--- src/rtl/axi_rd_arbiter.sv ---
// Round-robin arbiter sharing one AXI3 read port (AR + R) among NUM_MST masters.
// One burst is in flight at a time; ownership ends on the RLAST handshake.
module axi_rd_arbiter #(
    parameter int NUM_MST = 2,
    parameter int ADDR_W  = 32,
    parameter int ID_W    = 4,
    parameter int DATA_W  = 128
) (
    input  logic                          clk,
    input  logic                          aresetn,
    input  logic [NUM_MST-1:0]            m_arvalid,
    input  logic [NUM_MST*ADDR_W-1:0]     m_araddr,
    input  logic [NUM_MST*4-1:0]          m_arlen,
    input  logic [NUM_MST*3-1:0]          m_arsize,
    input  logic [NUM_MST*2-1:0]          m_arburst,
    input  logic [NUM_MST*ID_W-1:0]       m_arid,
    output logic [NUM_MST-1:0]            m_arready,
    output logic [NUM_MST-1:0]            m_rvalid,
    output logic [DATA_W-1:0]             m_rdata,
    output logic [1:0]                    m_rresp,
    output logic [ID_W-1:0]               m_rid,
    output logic                          m_rlast,
    input  logic [NUM_MST-1:0]            m_rready,
    output logic                          s_arvalid,
    output logic [ADDR_W-1:0]             s_araddr,
    output logic [3:0]                    s_arlen,
    output logic [2:0]                    s_arsize,
    output logic [1:0]                    s_arburst,
    output logic [ID_W-1:0]               s_arid,
    input  logic                          s_arready,
    input  logic                          s_rvalid,
    input  logic [DATA_W-1:0]             s_rdata,
    input  logic [1:0]                    s_rresp,
    input  logic [ID_W-1:0]               s_rid,
    input  logic                          s_rlast,
    output logic                          s_rready,
    output logic [$clog2(NUM_MST)-1:0]    grant,
    output logic                          busy,
    output logic                          err_stray_r
);

    localparam int GW = $clog2(NUM_MST);

    typedef enum logic [1:0] {
        IDLE = 2'd0,
        ADDR = 2'd1,
        DATA = 2'd2
    } state_e;

    state_e        state_q;
    logic [GW-1:0] grant_q;
    logic [GW-1:0] rr_ptr_q;
    logic          err_q;
    logic [GW-1:0] pick_d;
    logic [GW-1:0] rr_ptr_d;
    logic          req_any_d;

    // Scan downward from the far end so the last hit is the first requester at or after rr_ptr.
    always_comb begin
        pick_d    = rr_ptr_q;
        req_any_d = 1'b0;
        for (int k = NUM_MST - 1; k >= 0; k--) begin
            int idx;
            idx = int'(rr_ptr_q) + k;
            if (idx >= NUM_MST) begin
                idx = idx - NUM_MST;
            end
            if (m_arvalid[idx]) begin
                pick_d    = idx[GW-1:0];
                req_any_d = 1'b1;
            end
        end
    end

    assign rr_ptr_d = (int'(grant_q) == NUM_MST - 1) ? '0 : grant_q + 1'b1;

    always_ff @(posedge clk or negedge aresetn) begin
        if (!aresetn) begin
            state_q  <= IDLE;
            grant_q  <= '0;
            rr_ptr_q <= '0;
            err_q    <= 1'b0;
        end else begin
            if (s_rvalid && (state_q != DATA)) begin
                err_q <= 1'b1;
            end
            case (state_q)
                IDLE: begin
                    if (req_any_d) begin
                        grant_q <= pick_d;
                        state_q <= ADDR;
                    end
                end
                ADDR: begin
                    if (s_arready) begin
                        state_q <= DATA;
                    end
                end
                DATA: begin
                    if (s_rvalid && m_rready[grant_q] && s_rlast) begin
                        rr_ptr_q <= rr_ptr_d;
                        state_q  <= IDLE;
                    end
                end
                default: state_q <= IDLE;
            endcase
        end
    end

    always_comb begin
        m_arready = '0;
        m_rvalid  = '0;
        if (state_q == ADDR) begin
            m_arready[grant_q] = s_arready;
        end
        if (state_q == DATA) begin
            m_rvalid[grant_q] = s_rvalid;
        end
    end

    assign s_arvalid = (state_q == ADDR);
    assign s_araddr  = m_araddr[grant_q*ADDR_W +: ADDR_W];
    assign s_arlen   = m_arlen[grant_q*4 +: 4];
    assign s_arsize  = m_arsize[grant_q*3 +: 3];
    assign s_arburst = m_arburst[grant_q*2 +: 2];
    assign s_arid    = m_arid[grant_q*ID_W +: ID_W];

    assign s_rready  = (state_q == DATA) ? m_rready[grant_q] : 1'b0;
    assign m_rdata   = s_rdata;
    assign m_rresp   = s_rresp;
    assign m_rid     = s_rid;
    assign m_rlast   = s_rlast;

    assign grant       = grant_q;
    assign busy        = (state_q != IDLE);
    assign err_stray_r = err_q;

endmodule

--- config.mk ---
export PLATFORM = sky130hd
export DESIGN_NAME = axi_rd_arbiter
export DESIGN_NICKNAME = d
export VERILOG_FILES = /design/src/rtl/axi_rd_arbiter.sv
export SDC_FILE = /design/constraint.sdc
export NUM_CORES = 1
export LEC_CHECK = 0
export ABC_AREA = 1
export BUFFER_PORTS_ARGS = -buffer_cell sky130_fd_sc_hd__buf_2
export CAP_MARGIN = 0
export CORE_AREA = 4 4 163 165
export CTS_CLUSTER_SIZE = 14
export DETAILED_ROUTE_END_ITERATION = 16
export DIE_AREA = 0 0 167 169
export SLEW_MARGIN = 20
export SYNTH_ARGS = -nofsm -noshare
export SYNTH_HDL_FRONTEND = slang
export SYNTH_SLANG_ARGS = --single-unit
--- constraint.sdc ---
create_clock -name clk -period 1.45 [get_ports clk]
set_input_delay 0.0725 -clock clk [delete_from_list [all_inputs] [get_ports clk]]
set_output_delay 0.0725 -clock clk [all_outputs]
set_load 0.02 [all_outputs]
==> metrics.md <==
| Metric | Value |
|---|---|
| Cells on worst reg2reg path | `6` |
| Max Cap Violations | `0` |
| Kind of critical path | `flop to output pin` |
| Hold/Removal Path Class | `input pin to flop` |
| Leading cell types in the layout, fill and taps excluded | `buf_2 (153), nand2_1 (146), inv_1 (8)` |
| DRT iter0 DRCs | `79` |
| Tightest Pin Transition | `175 ps` |
| R2R setup slack | `350 ps` |
| Vias | `1871` |
| Clock Tree Root | `clkbuf_16` |
| FILL cells | `2980` |
| WHS Path Cells | `2` |
| Clk_lat worst skew | `230 ps` |
| Crit Reg-Reg Endpoint | `rr_ptr_q` |
| Area occupied by multi-input gates | `631 µm²` |
| WP data required | `1380 ps` |
| Crit path time final | `1360 ps` |
| Htree depth | `1` |
| CTS tree | `built` |
| Die width | `167 µm` |
| Global-route wire length before repair | `11100 µm` |
| RSZ-0062 raised after global routing | `yes` |
| Post-synthesis register bit count | `5` |
| Port Buffer Count | `153` |
| Max Root-Sink Buffers | `2` |
| Setup ws final | `86.7 ps` |
| Register area | `126 µm²` |
| Layout cell share with drive strength beyond 1 | `0.484` |
| Hold_sp | `s_arready` |
| VDD IR max | `0.00125 V` |
| Mapped Area | `0.00187 mm²` |
| Synth unique cells | `16` |
| Vias/cell | `2.81` |
| Crit share post-route | `0.940` |
| Seq/Total Area, Yosys | `0.0671` |
| Core Area | `0.0250 mm²` |
| FF-to-FF Start | `grant` |
| CTS sink cnt | `5` |
| Post-detail-place hpwl | `7130 µm` |
| Total global routing overflow | `0` |
| Clk slew on worst S/H paths | `30 ps` |
| Final GP Congestion | `0.739` |
| Worst setup SP type | `flop` |
| Max_slew headroom | `0.884` |
| Outcome | `completed` |
| # nets final | `571` |
| F_max | `0.734 GHz` |
| Power density over cell area | `1530 mW/mm²` |
| Starting Density | `0.0745` |
| DRC Markers | `0` |
| Endpoint type of the worst setup path | `output pin` |
| WHS Endpoint | `state_q[0]` |
| Initial antenna violation count | `0` |
| CP max FO | `23` |
| First drt pass iteration count | `5` |
| Routed Antenna Nets | `0` |
| Final setup TNS | `0 ps` |
| Pin count of the biggest net entering global routing | `32` |
| Yosys Warn Count | `0` |
| Antenna Cells | `0` |
| Routed len/inst | `12.3 µm` |
| Pwr Total | `0.00327 W` |
| Post-place setup slack | `240 ps` |
| Commonest non-fill, non-tap cell in the layout | `buf_2` |
| Routed WL | `8220 µm` |
| Slew Limit Fails | `0` |
| Worst endpoint data arrival time | `1290 ps` |
| Rows | `58` |
| Ports | `422` |
| Final hold viol count | `0` |
| Layout area overhead | `14.3%` |
| Fin Clk Skew | `1.57 ps` |
| Die ar. | `0.0282 mm²` |
| Leak | `1.24 nW` |
| Vias in the first global route | `1811` |
| Synth Net Count | `553` |
| Overall global routing resource usage | `0.0514` |
| Gate Count Post-Synth | `320` |
| Die height | `169 µm` |
| Final setup viols | `0` |
| Post-Syn Area per Cell | `5.83 µm²` |
| Total clock buffers created by CTS | `3` |
[synth_stat cells]
master / number / share of area
nand2_1: 146 / 0.29
buf_4: 138 / 0.56
inv_1: 8 / 0.016
nor2_1: 6 / 0.012
buf_2: 5 / 0.013
dfrtp_1: 5 / 0.067
buf_6: 2 / 0.012
nor3_1: 2 / 0.0054
a21oi_1: 1 / 0.0027
inv_2: 1 / 0.0020
nand3_1: 1 / 0.0027
nand4_1: 1 / 0.0034
o211ai_1: 1 / 0.0040
o21ai_0: 1 / 0.0027
o21bai_1: 1 / 0.0040
o22ai_1: 1 / 0.0034
[registers in the layout (all words and copies together), names as in the netlist]
register,count
err_stray_r,1
grant,1
rr_ptr_q,1
state_q,2
[how the worst max path moves through the flow]
stage / startpoint / endpoint / slack [ps] / depth (start not counted)
after global placement: grant / s_araddr[6] / 260 / 5
after CTS: state_q[0] / m_rvalid[1] / 30 / 4
after detailed placement: grant / s_araddr[26] / 240 / 5
after global routing: grant / s_araddr[28] / -2 / 5
final: grant / s_araddr[4] / 90 / 5
after floorplan: grant / m_rvalid[1] / 120 / 3
[layer usage]
layer | part of all wire | vias to the layer above | global-route usage
li1 | - | 852 | -
met1 | 0.31 | 744 | 0.0506
met2 | 0.42 | 203 | 0.0731
met3 | 0.19 | 72 | 0.0369
met4 | 0.078 | 0 | 0.0423
met5 | 0 | - | 0
[layout make-up]
class,instances,share of cell area
clock buffer,4,0.0370
multi-input combinational,161,0.296
tap,330,0.194
inverter,9,0.0170
sequential,5,0.0593
timing repair buffer,158,0.397
[where the power goes]
| group | internal, W | total, W | switching [W] |
|---|---|---|---|
| clock | 0.000365 | 0.000459 | 0.0000942 |
| sequential | 0.000195 | 0.000253 | 0.0000587 |
| combinational | 0.000856 | 0.00256 | 0.00170 |
| total | 0.00142 | 0.00327 | 0.00185 |
[per-stage QoR]
step                hold slack [ps]  instances    util  cell area [µm²]
floorplan                      -223        320       -             1870
global placement              -97.4        662  0.0811             2030
detailed placement            -98.3        662  0.0811             2030
CTS                            50.8        667  0.0847             2120
global route                   69.2        667  0.0852             2130
finish                         50.0        667  0.0852             2130
[worst max-delay path: stages, from the launching register on]
cell and delay, ps:
dfrtp_2 440, inv_4 150, buf_12 180, nand2_1 60, nand2_1 60, buf_2 160
[what timing repair did]
action,in CTS,in global routing
endpoints found under the setup margin,4,4
hold endpoints to repair,5,0
setup buffers,0,0
gates resized for setup,1,3
hold buffers,1,0
[cell families after synthesis]
family	Yosys count	share of synthesized area
AND/OR/NAND/NOR	156	0.317
flip-flops	5	0.0671
buffers and inverters	154	0.599
AO/OA/AOI/OAI	5	0.0168
Power figures use the tool's default switching activity.
